### src/rtl/exe_stage_pkg.sv
// Shared definitions for the execute stage: ALUOp codes, funct codes,
// the mul/div sequencer state type and its iteration count.
package exe_stage_pkg;

  // ALUOp field of the EXE control bundle
  localparam logic [1:0] ALUOP_ADD   = 2'b00;
  localparam logic [1:0] ALUOP_SUB   = 2'b01;
  localparam logic [1:0] ALUOP_FUNCT = 2'b10;
  localparam logic [1:0] ALUOP_ORI   = 2'b11;

  // R-type funct codes understood by the ALU decoder
  localparam logic [5:0] FUNCT_SLL   = 6'h00;
  localparam logic [5:0] FUNCT_MFHI  = 6'h10;
  localparam logic [5:0] FUNCT_MFLO  = 6'h12;
  localparam logic [5:0] FUNCT_MULTU = 6'h18;
  localparam logic [5:0] FUNCT_DIVU  = 6'h1A;
  localparam logic [5:0] FUNCT_ADD   = 6'h20;
  localparam logic [5:0] FUNCT_SUB   = 6'h22;
  localparam logic [5:0] FUNCT_AND   = 6'h24;
  localparam logic [5:0] FUNCT_OR    = 6'h25;
  localparam logic [5:0] FUNCT_SLT   = 6'h2A;

  // One radix-2 step per cycle over a 32-bit operand
  localparam int unsigned MD_ITERATIONS = 32;
  localparam int unsigned MD_CNT_W      = 6;

  typedef enum logic [1:0] {
    MD_IDLE = 2'b00,
    MD_BUSY = 2'b01,
    MD_DONE = 2'b10
  } md_state_e;

  // True for the two instructions that go through the iterative unit
  function automatic logic is_mul_div(input logic [1:0] alu_op, input logic [5:0] funct);
    return (alu_op == ALUOP_FUNCT) && ((funct == FUNCT_MULTU) || (funct == FUNCT_DIVU));
  endfunction

endpackage

### src/rtl/exe_stage_if.sv
// Bundle between the ID/EX side and the execute stage, plus the EX/MEM
// register outputs. The upstream side uses the master modport.
interface exe_stage_if;
  logic [31:0] pcIn;
  logic [31:0] readData1;
  logic [31:0] readData2;
  logic [31:0] sign_extended;
  logic [4:0]  instruction1;
  logic [4:0]  instruction2;
  logic [1:0]  WB;
  logic [2:0]  MEM;
  logic [3:0]  EXE;
  logic        valid;
  logic        stall;
  logic [31:0] aluResultOut;
  logic [31:0] writeDataOut;
  logic [31:0] branchTargetOut;
  logic [4:0]  writeRegOut;
  logic        zeroOut;
  logic [1:0]  WBOut;
  logic [2:0]  MEMOut;
  logic        validOut;

  modport master (
    output pcIn, readData1, readData2, sign_extended, instruction1, instruction2,
           WB, MEM, EXE, valid,
    input  stall, aluResultOut, writeDataOut, branchTargetOut, writeRegOut,
           zeroOut, WBOut, MEMOut, validOut
  );

  modport slave (
    input  pcIn, readData1, readData2, sign_extended, instruction1, instruction2,
           WB, MEM, EXE, valid,
    output stall, aluResultOut, writeDataOut, branchTargetOut, writeRegOut,
           zeroOut, WBOut, MEMOut, validOut
  );
endinterface

### src/rtl/mul_div_unit.sv
// Iterative unsigned multiplier/divider with HI/LO result registers.
// Multiply is shift-add, divide is restoring; both take 32 BUSY cycles.
module mul_div_unit import exe_stage_pkg::*; (
  input  logic        clock,
  input  logic        reset_n,
  input  logic        start_i,
  input  logic        is_div_i,
  input  logic [31:0] a_i,
  input  logic [31:0] b_i,
  output logic        idle_o,
  output logic        busy_o,
  output logic        done_o,
  output logic [31:0] hi_o,
  output logic [31:0] lo_o
);

  md_state_e             state_q, state_d;
  logic [MD_CNT_W-1:0]   count_q;
  logic                  is_div_q;
  logic [31:0]           opnd_q;     // multiplicand for multu, divisor for divu
  logic [31:0]           work_hi_q;  // product high half / partial remainder
  logic [31:0]           work_lo_q;  // multiplier bits / dividend-quotient bits
  logic [31:0]           work_hi_d, work_lo_d;
  logic [31:0]           hi_q, lo_q;
  logic [32:0]           mul_sum_s;
  logic [32:0]           div_shift_s;
  logic [31:0]           div_diff_s;
  logic                  div_ge_s;
  logic                  last_step_s;

  assign last_step_s = (count_q == MD_CNT_W'(MD_ITERATIONS - 1));

  // State register of the sequencer
  always_ff @(posedge clock or negedge reset_n) begin
    if (!reset_n) state_q <= MD_IDLE;
    else          state_q <= state_d;
  end

  // Next-state logic: IDLE -> BUSY on start, BUSY -> DONE after the last step, DONE -> IDLE
  always_comb begin
    state_d = state_q;
    case (state_q)
      MD_IDLE: begin
        if (start_i) state_d = MD_BUSY;
        else         state_d = MD_IDLE;
      end
      MD_BUSY: begin
        if (last_step_s) state_d = MD_DONE;
        else             state_d = MD_BUSY;
      end
      MD_DONE: state_d = MD_IDLE;
      default: state_d = MD_IDLE;
    endcase
  end

  // State decode for the handshake outputs
  always_comb begin
    idle_o = 1'b0;
    busy_o = 1'b0;
    done_o = 1'b0;
    case (state_q)
      MD_IDLE: idle_o = 1'b1;
      MD_BUSY: busy_o = 1'b1;
      MD_DONE: done_o = 1'b1;
      default: idle_o = 1'b0;
    endcase
  end

  // One radix-2 step of either operation, selected by the captured opcode
  always_comb begin
    mul_sum_s   = {1'b0, work_hi_q} + (work_lo_q[0] ? {1'b0, opnd_q} : 33'd0);
    div_shift_s = {work_hi_q, work_lo_q[31]};
    div_ge_s    = (div_shift_s >= {1'b0, opnd_q});
    div_diff_s  = div_shift_s[31:0] - opnd_q;
    if (is_div_q) begin
      work_hi_d = div_ge_s ? div_diff_s : div_shift_s[31:0];
      work_lo_d = {work_lo_q[30:0], div_ge_s};
    end else begin
      work_hi_d = mul_sum_s[32:1];
      work_lo_d = {mul_sum_s[0], work_lo_q[31:1]};
    end
  end

  // Operand capture, iteration and HI/LO commit
  always_ff @(posedge clock or negedge reset_n) begin
    if (!reset_n) begin
      count_q   <= '0;
      is_div_q  <= 1'b0;
      opnd_q    <= 32'd0;
      work_hi_q <= 32'd0;
      work_lo_q <= 32'd0;
      hi_q      <= 32'd0;
      lo_q      <= 32'd0;
    end else begin
      case (state_q)
        MD_IDLE: begin
          if (start_i) begin
            count_q   <= '0;
            is_div_q  <= is_div_i;
            opnd_q    <= is_div_i ? b_i : a_i;
            work_hi_q <= 32'd0;
            work_lo_q <= is_div_i ? a_i : b_i;
          end
        end
        MD_BUSY: begin
          count_q   <= count_q + MD_CNT_W'(1);
          work_hi_q <= work_hi_d;
          work_lo_q <= work_lo_d;
        end
        MD_DONE: begin
          hi_q <= work_hi_q;
          lo_q <= work_lo_q;
        end
        default: count_q <= '0;
      endcase
    end
  end

  assign hi_o = hi_q;
  assign lo_o = lo_q;

endmodule

### src/rtl/exe_stage.sv
// Execute stage: operand muxes, ALU, branch target adder and the EX/MEM
// register. multu/divu are handed to mul_div_unit and stall the pipe.
module exe_stage import exe_stage_pkg::*; (
  input  logic   clock,
  input  logic   reset_n,
  exe_stage_if.slave ex
);

  logic [31:0] op_a_s, op_b_s, alu_res_s, branch_s;
  logic [4:0]  write_reg_s, shamt_s;
  logic [5:0]  funct_s;
  logic [1:0]  alu_op_s;
  logic        mul_div_s, md_start_s, md_idle_s, md_busy_s, md_done_s, load_s;
  logic [31:0] md_hi_s, md_lo_s;

  logic [31:0] alu_result_q, alu_result_d;
  logic [31:0] write_data_q, write_data_d;
  logic [31:0] branch_q, branch_d;
  logic [4:0]  write_reg_q, write_reg_d;
  logic        zero_q, zero_d;
  logic [1:0]  wb_q, wb_d;
  logic [2:0]  mem_q, mem_d;
  logic        valid_q, valid_d;

  assign op_a_s      = ex.readData1;
  assign op_b_s      = ex.EXE[0] ? ex.sign_extended : ex.readData2;
  assign write_reg_s = ex.EXE[3] ? ex.instruction2 : ex.instruction1;
  assign alu_op_s    = ex.EXE[2:1];
  assign funct_s     = ex.sign_extended[5:0];
  assign shamt_s     = ex.sign_extended[10:6];
  assign branch_s    = ex.pcIn + {ex.sign_extended[29:0], 2'b00};
  assign mul_div_s   = ex.valid && is_mul_div(alu_op_s, funct_s);
  assign md_start_s  = mul_div_s && md_idle_s;
  // A real instruction leaves EX unless it is a mul/div still waiting for DONE
  assign load_s      = ex.valid && (!mul_div_s || md_done_s);
  assign ex.stall    = reset_n && (md_start_s || md_busy_s);

  mul_div_unit u_mul_div (
    .clock    (clock),
    .reset_n  (reset_n),
    .start_i  (md_start_s),
    .is_div_i (funct_s == FUNCT_DIVU),
    .a_i      (op_a_s),
    .b_i      (op_b_s),
    .idle_o   (md_idle_s),
    .busy_o   (md_busy_s),
    .done_o   (md_done_s),
    .hi_o     (md_hi_s),
    .lo_o     (md_lo_s)
  );

  // ALU: ALUOp selects add/sub/ori directly, or defers to the funct decoder
  always_comb begin
    alu_res_s = 32'd0;
    case (alu_op_s)
      ALUOP_ADD: alu_res_s = op_a_s + op_b_s;
      ALUOP_SUB: alu_res_s = op_a_s - op_b_s;
      ALUOP_ORI: alu_res_s = op_a_s | {16'h0000, ex.sign_extended[15:0]};
      ALUOP_FUNCT: begin
        case (funct_s)
          FUNCT_ADD:  alu_res_s = op_a_s + op_b_s;
          FUNCT_SUB:  alu_res_s = op_a_s - op_b_s;
          FUNCT_AND:  alu_res_s = op_a_s & op_b_s;
          FUNCT_OR:   alu_res_s = op_a_s | op_b_s;
          FUNCT_SLT:  alu_res_s = {31'd0, ($signed(op_a_s) < $signed(op_b_s))};
          FUNCT_SLL:  alu_res_s = op_b_s << shamt_s;
          FUNCT_MFHI: alu_res_s = md_hi_s;
          FUNCT_MFLO: alu_res_s = md_lo_s;
          default:    alu_res_s = 32'd0;
        endcase
      end
      default: alu_res_s = 32'd0;
    endcase
  end

  // EX/MEM next values: real instruction or an all-zero bubble
  always_comb begin
    alu_result_d = 32'd0;
    write_data_d = 32'd0;
    branch_d     = 32'd0;
    write_reg_d  = 5'd0;
    zero_d       = 1'b0;
    wb_d         = 2'b00;
    mem_d        = 3'b000;
    valid_d      = 1'b0;
    if (load_s) begin
      alu_result_d = alu_res_s;
      write_data_d = ex.readData2;
      branch_d     = branch_s;
      write_reg_d  = write_reg_s;
      zero_d       = (alu_res_s == 32'd0);
      wb_d         = mul_div_s ? 2'b00 : ex.WB;
      mem_d        = ex.MEM;
      valid_d      = 1'b1;
    end else begin
      valid_d      = 1'b0;
    end
  end

  // EX/MEM pipeline register
  always_ff @(posedge clock or negedge reset_n) begin
    if (!reset_n) begin
      alu_result_q <= 32'd0;
      write_data_q <= 32'd0;
      branch_q     <= 32'd0;
      write_reg_q  <= 5'd0;
      zero_q       <= 1'b0;
      wb_q         <= 2'b00;
      mem_q        <= 3'b000;
      valid_q      <= 1'b0;
    end else begin
      alu_result_q <= alu_result_d;
      write_data_q <= write_data_d;
      branch_q     <= branch_d;
      write_reg_q  <= write_reg_d;
      zero_q       <= zero_d;
      wb_q         <= wb_d;
      mem_q        <= mem_d;
      valid_q      <= valid_d;
    end
  end

  assign ex.aluResultOut    = alu_result_q;
  assign ex.writeDataOut    = write_data_q;
  assign ex.branchTargetOut = branch_q;
  assign ex.writeRegOut     = write_reg_q;
  assign ex.zeroOut         = zero_q;
  assign ex.WBOut           = wb_q;
  assign ex.MEMOut          = mem_q;
  assign ex.validOut        = valid_q;

endmodule

### src/flat_wrapper.sv
// flat-port wrapper written by rule: the top's interface ports become plain ports
module exe_stage_flat import exe_stage_pkg::*;
  (clock, reset_n, ex_pcIn, ex_readData1, ex_readData2, ex_sign_extended, ex_instruction1, ex_instruction2, ex_WB, ex_MEM, ex_EXE, ex_valid, ex_stall, ex_aluResultOut, ex_writeDataOut, ex_branchTargetOut, ex_writeRegOut, ex_zeroOut, ex_WBOut, ex_MEMOut, ex_validOut);
  exe_stage_if ex_i ();
  input  logic clock;
  input  logic reset_n;
  input wire logic [$bits(ex_i.pcIn)-1:0] ex_pcIn;
  input wire logic [$bits(ex_i.readData1)-1:0] ex_readData1;
  input wire logic [$bits(ex_i.readData2)-1:0] ex_readData2;
  input wire logic [$bits(ex_i.sign_extended)-1:0] ex_sign_extended;
  input wire logic [$bits(ex_i.instruction1)-1:0] ex_instruction1;
  input wire logic [$bits(ex_i.instruction2)-1:0] ex_instruction2;
  input wire logic [$bits(ex_i.WB)-1:0] ex_WB;
  input wire logic [$bits(ex_i.MEM)-1:0] ex_MEM;
  input wire logic [$bits(ex_i.EXE)-1:0] ex_EXE;
  input wire logic [$bits(ex_i.valid)-1:0] ex_valid;
  output wire logic [$bits(ex_i.stall)-1:0] ex_stall;
  output wire logic [$bits(ex_i.aluResultOut)-1:0] ex_aluResultOut;
  output wire logic [$bits(ex_i.writeDataOut)-1:0] ex_writeDataOut;
  output wire logic [$bits(ex_i.branchTargetOut)-1:0] ex_branchTargetOut;
  output wire logic [$bits(ex_i.writeRegOut)-1:0] ex_writeRegOut;
  output wire logic [$bits(ex_i.zeroOut)-1:0] ex_zeroOut;
  output wire logic [$bits(ex_i.WBOut)-1:0] ex_WBOut;
  output wire logic [$bits(ex_i.MEMOut)-1:0] ex_MEMOut;
  output wire logic [$bits(ex_i.validOut)-1:0] ex_validOut;
  assign ex_i.pcIn = ex_pcIn;
  assign ex_i.readData1 = ex_readData1;
  assign ex_i.readData2 = ex_readData2;
  assign ex_i.sign_extended = ex_sign_extended;
  assign ex_i.instruction1 = ex_instruction1;
  assign ex_i.instruction2 = ex_instruction2;
  assign ex_i.WB = ex_WB;
  assign ex_i.MEM = ex_MEM;
  assign ex_i.EXE = ex_EXE;
  assign ex_i.valid = ex_valid;
  assign ex_stall = ex_i.stall;
  assign ex_aluResultOut = ex_i.aluResultOut;
  assign ex_writeDataOut = ex_i.writeDataOut;
  assign ex_branchTargetOut = ex_i.branchTargetOut;
  assign ex_writeRegOut = ex_i.writeRegOut;
  assign ex_zeroOut = ex_i.zeroOut;
  assign ex_WBOut = ex_i.WBOut;
  assign ex_MEMOut = ex_i.MEMOut;
  assign ex_validOut = ex_i.validOut;
  exe_stage u_core (.clock(clock), .reset_n(reset_n), .ex(ex_i));
endmodule
### config.mk
export PLATFORM = sky130hd
export DESIGN_NAME = exe_stage_flat
export DESIGN_NICKNAME = d
export VERILOG_FILES = /design/src/rtl/exe_stage_pkg.sv /design/src/rtl/exe_stage_if.sv /design/src/rtl/mul_div_unit.sv /design/src/rtl/exe_stage.sv /design/src/flat_wrapper.sv
export SDC_FILE = /design/constraint.sdc
export NUM_CORES = 1
export LEC_CHECK = 0
export ABC_CLOCK_PERIOD_IN_PS = 3400
export CAP_MARGIN = 40
export CORE_ASPECT_RATIO = 1.2
export CORE_MARGIN = 2
export CORE_UTILIZATION = 60
export CTS_CLUSTER_SIZE = 25
export DETAILED_ROUTE_END_ITERATION = 10
export GPL_ROUTABILITY_DRIVEN = 0
export PLACE_DENSITY = 0.95
export SKIP_CTS_REPAIR_TIMING = 1
export SLEW_MARGIN = 20
export SYNTH_ARGS = -nofsm -noshare
export SYNTH_HDL_FRONTEND = slang
export SYNTH_HIERARCHICAL = 1
export SYNTH_SLANG_ARGS = --single-unit
### constraint.sdc
create_clock -name clock -period 3.4 [get_ports clock]
set_clock_uncertainty 0.05 [all_clocks]
set_input_delay 0.85 -clock clock [delete_from_list [all_inputs] [get_ports clock]]
set_output_delay 0.85 -clock clock [all_outputs]
set_load 0.01 [all_outputs]
==> impl_metrics.tcl, run 1 <==
set metrics [dict create \
    port_buffers 258 \
    start_util_pct 60.50 \
    status "aborted with a tool error" \
    placementRows 85 \
    place_hpwl_um 107700 \
    fp.dieH_um 236.5 \
    haltStage "5_1_grt" \
    synth_cell_type_count 119 \
    syn-num-nets 3540 \
    synthesis.area_mm2 0.02702 \
    htreeDepth 1 \
    cts_sinks 277 \
    synth-seq-cells 277 \
    grt_max_degree 149 \
    synth_edf_count 0 \
    fp.dieW_um 197.7 \
    grtUsageTotal_pct 94.82 \
    netlist_instances 3179 \
    grt_pass1_vias 45710 \
    cts-root-buf "clkbuf_16" \
    syn_avg_cell_area_um2 8.501 \
    num_io_pins 259 \
    cts_buffers 27 \
    synth-warning-count 6 \
    synthFlopType "dfrtp_1" \
    ys_seq_area_share_pct 25.65 \
    clockBufferDepth 3 \
    stop_error "[ERROR GRT-0116] Global routing finished with congestion. Check the congestion regions in the DRC Viewer." \
    synthArstFlopShare_pct 100.0 \
    grt_pass1_wl_um 324900 \
    overflow 1985 \
]
## Yosys cell counts, types with 15 or more instances
| cell type | n | area share, % |
|---|---|---|
| a211oi_1 | 29 | 0.81 |
| a21o_1 | 59 | 1.6 |
| a21oi_1 | 243 | 4.5 |
| a221oi_1 | 21 | 0.68 |
| a22oi_1 | 15 | 0.42 |
| a31oi_1 | 28 | 0.65 |
| and2_1 | 98 | 2.3 |
| and3_1 | 34 | 0.79 |
| buf_1 | 21 | 0.29 |
| buf_2 | 36 | 0.67 |
| clkbuf_1 | 104 | 1.4 |
| dfrtp_1 | 277 | 26 |
| ha_1 | 206 | 9.5 |
| inv_1 | 159 | 2.2 |
| mux2_2 | 81 | 3.4 |
| mux2i_1 | 193 | 7.1 |
| mux4_2 | 37 | 3.1 |
| nand2_1 | 235 | 3.3 |
| nand2b_1 | 37 | 0.86 |
| nand3_1 | 63 | 1.2 |
| nand4_1 | 25 | 0.58 |
| nor2_1 | 287 | 4.0 |
| nor2b_1 | 24 | 0.56 |
| nor3_1 | 67 | 1.2 |
| nor4_1 | 16 | 0.37 |
| o211ai_1 | 60 | 1.7 |
| o21a_1 | 28 | 0.78 |
| o21ai_0 | 193 | 3.6 |
| o21ai_1 | 19 | 0.35 |
| o21bai_1 | 20 | 0.56 |
| o221ai_1 | 15 | 0.49 |
| o22ai_1 | 21 | 0.49 |
| o31ai_1 | 18 | 0.50 |
| or3_1 | 18 | 0.42 |
| xnor2_1 | 61 | 2.0 |
| xor2_1 | 48 | 1.6 |
## through the flow
step | utilization [%] | hold slack (ns) | setup slack [ns] | instance area (um2) | instances
2_1_floorplan | - | 0.3988 | -1.437 | 27340 | 3179
3_3_place_gp | 80.21 | 0.4248 | -1.702 | 35830 | 4605
3_5_place_dp | 80.22 | 0.4301 | -2.150 | 35830 | 4606
4_1_cts | 82.34 | 0.3530 | -1.700 | 36780 | 4654
## cells by family after synthesis
family / after synthesis / share of synthesized area, %
flip-flops: 277 / 25.65
adder cells (fa/ha/maj): 211 / 9.908
AO/OA/AOI/OAI: 957 / 24.25
XOR/XNOR: 110 / 3.593
multiplexers: 313 / 13.70
buffers and inverters: 347 / 5.426
AND/OR/NAND/NOR: 964 / 17.47
## per-layer routing
| metal | track usage, % | GRT overflow |
|---|---|---|
| met1 | 89.33 | 232 |
| met2 | 106.2 | 1056 |
| met3 | 87.05 | 189 |
| met4 | 100.3 | 483 |
| met5 | 77.14 | 25 |
==> inputs of run 2 (changes only) <==
--- a/config.mk
+++ b/config.mk
@@ -7,13 +7,11 @@
 export LEC_CHECK = 0
 export ABC_CLOCK_PERIOD_IN_PS = 3400
 export CAP_MARGIN = 40
-export CORE_ASPECT_RATIO = 1.2
 export CORE_MARGIN = 2
-export CORE_UTILIZATION = 60
-export CTS_CLUSTER_SIZE = 25
+export CORE_UTILIZATION = 40
 export DETAILED_ROUTE_END_ITERATION = 10
 export GPL_ROUTABILITY_DRIVEN = 0
-export PLACE_DENSITY = 0.95
+export PLACE_DENSITY_LB_ADDON = 0.15
 export SKIP_CTS_REPAIR_TIMING = 1
 export SLEW_MARGIN = 20
 export SYNTH_ARGS = -nofsm -noshare
==> impl_metrics.tcl, run 2 <==
set metrics [dict create \
    fin_crit_sh_pct 130.5 \
    core_area_mm2 0.06704 \
    setup.worst_path.start "ex_EXE[0]" \
    grtUsageTotal_pct 30.88 \
    comb_power_share_pct 48.7 \
    worst_slack_ns -1.038 \
    ant_nets 0 \
    htreeDepth 1 \
    wire_per_inst_um 22.52 \
    switching_share_pct 36.76 \
    clockBufferDepth 3 \
    worstPathRequired_ns 3.84 \
    drcViolationCount 0 \
    ys_seq_area_share_pct 25.65 \
    cts-root-buf "clkbuf_16" \
    fin_util_pct 60.00 \
    place_hpwl_um 89180 \
    period_needed_ns 4.438 \
    tightest_slew_ns 0.9248 \
    cts_buffers 31 \
    fp.dieH_um 263.9 \
    p_leak_nw 18.46 \
    synth.most_common_cell "nor2_1" \
    yosysTopAreaCell "dfrtp_1" \
    drive_gt1_share_pct 33.64 \
    final_common_cell "buf_4" \
    totalWireLength_um 114900 \
    cp_max_fo 8 \
    drtPass1Iterations 8 \
    maxCapViolCount 0 \
    slew_headroom_pct 38.35 \
    cts_tree "done" \
    worstSetupStartpointType "input pin" \
    place_ws_ns -1.973 \
    netlist_instances 3179 \
    yosys.area.top_type_share_pct 25.65 \
    fp.dieW_um 263.9 \
    syn-num-nets 3540 \
    peakVddDrop_mv 0.3813 \
    syn_avg_cell_area_um2 8.501 \
    setup_viol 31 \
    antenna_found_initial 2 \
    start_util_pct 40.31 \
    fin_setup_tns_ns -10.69 \
    path_class "in2reg" \
    detail_route.iter0.violations 3059 \
    fmax_mhz 225.3 \
    dieArea_mm2 0.06966 \
    synthFlopType "dfrtp_1" \
    p_int_mw 8.773 \
    placementRows 95 \
    vias 30070 \
    synth_cell_type_count 119 \
    grt_max_degree 162 \
    synthArstFlopShare_pct 100.0 \
    synthToLayoutAreaGrowth_pct 48.84 \
    synth-warning-count 6 \
    overflow 0 \
    hold_class "in2async" \
    cts_sinks 277 \
    nNetsFinal 4563 \
    synth_area_leaders "dfrtp_1 26%, ha_1 9.5%, mux2i_1 7.1%" \
    p_seq_share_pct 26.6 \
    r2r_start "u_core/u_mul_div/work_hi_q[13]" \
    cp.arrival_ns 4.88 \
    holdWs_ns 0.02230 \
    finalMaxSlewViolations 0 \
    p_sw_mw 5.099 \
    viasPerCell 5.895 \
    dpl-instance-area_mm2 0.03670 \
    clkLatencyLatePin_ns 0.61 \
    rsz0062_at_grt "true" \
    final_cell_mix "852 x buf_4, 274 x dfrtp_1, 269 x nor2_1, 226 x nand2_1, 219 x a21oi_1" \
    num_io_pins 259 \
    grt_pass1_wl_um 169600 \
    synthesis.area_mm2 0.02702 \
    synth_edf_count 0 \
    end_kind "register" \
    status "finished, violations left" \
    p_per_area_mw_per_mm2 344.9 \
    grt_pass1_vias 29370 \
    final_area_mm2 0.04022 \
    violations "negative setup slack" \
    clkTransAtPathRegs_ns 0.06 \
    n_fill_cell 5667 \
    reg2reg_depth 11 \
    hold_viol 0 \
    port_buffers 258 \
    clkPwrFrac_pct 24.7 \
    synth_common_cells "287 x nor2_1, 277 x dfrtp_1, 243 x a21oi_1" \
    synth-seq-cells 277 \
]
[run 2: kinds of logic after synthesis]
| family | count (synthesis) | share of synthesized area [%] |
|---|---|---|
| AO/OA/AOI/OAI | 957 | 24.25 |
| XOR/XNOR | 110 | 3.593 |
| multiplexers | 313 | 13.70 |
| adder cells (fa/ha/maj) | 211 | 9.908 |
| buffers and inverters | 347 | 5.426 |
| flip-flops | 277 | 25.65 |
| AND/OR/NAND/NOR | 964 | 17.47 |
[run 2: path summary, 6_finish.rpt]
kind                                                  end  slack [ns]
max reg2reg                u_core/u_mul_div/work_hi_q[13]        0.06
max in group asynchronous     u_core/u_mul_div/opnd_q[27]        2.08
min                             u_core/ex.aluResultOut[4]        0.02
min in group clock            u_core/u_mul_div/count_q[5]        0.44
max                                     u_core/ex.zeroOut       -1.04
min reg2reg                   u_core/u_mul_div/count_q[5]        0.44
[run 2: critical path, cell delays in order]
cell	delay, ns
buf_16	0.11
buf_8	0.14
mux2i_4	0.43
ha_4	0.28
or2_4	0.26
buf_4	0.16
o22ai_4	0.23
buf_4	0.17
nor3_1	0.05
o21bai_1	0.16
xnor2_1	0.14
a211oi_1	0.28
o22ai_1	0.17
nor4_2	0.27
buf_4	0.17
nand4_1	0.16
nor4b_2	0.25
buf_4	0.16
o2111ai_1	0.16
nor4b_2	0.26
[run 2: metrics by stage]
step | power, mW | cells
2_1_floorplan | 6.926 | 3179
3_3_place_gp | 9.578 | 4981
3_5_place_dp | 9.694 | 4981
4_1_cts | 13.18 | 5039
5_1_grt | 14.51 | 5100
6_report | 13.87 | 5101
[run 2: routing by layer]
layer,wire length [um],up-vias,part of all wire [%],GRT usage (%)
met1,46680,14460,41,40.37
met5,13,-,0.011,0
met4,6258,2,5.4,14.34
met2,52370,1488,46,50.21
li1,-,13760,-,-
met3,9568,367,8.3,4.707
[run 2: area by class of cell]
cell class | instances | area [um2] | area share (%)
antenna | 1 | 2.502 | 0.006221
clock buffer | 40 | 869.6 | 2.162
clock inverter | 18 | 165.2 | 0.4106
inverter | 166 | 629.4 | 1.565
multi-input combinational | 2555 | 20520 | 51.02
sequential | 277 | 6935 | 17.24
tap | 873 | 1092 | 2.716
timing repair buffer | 1171 | 10010 | 24.88
[run 2: power by group through the flow]
stage               registers [mW]  clock network (mW)  logic (mW)
floorplan                     3.76                   0        3.17
global placement              3.74                   0        5.84
detailed placement            3.75                   0        5.95
CTS                           3.69                3.51        5.98
global route                  3.72                3.61        7.17
finish                        3.70                3.43        6.75
Note: power is estimated with default switching activity, not from simulation.
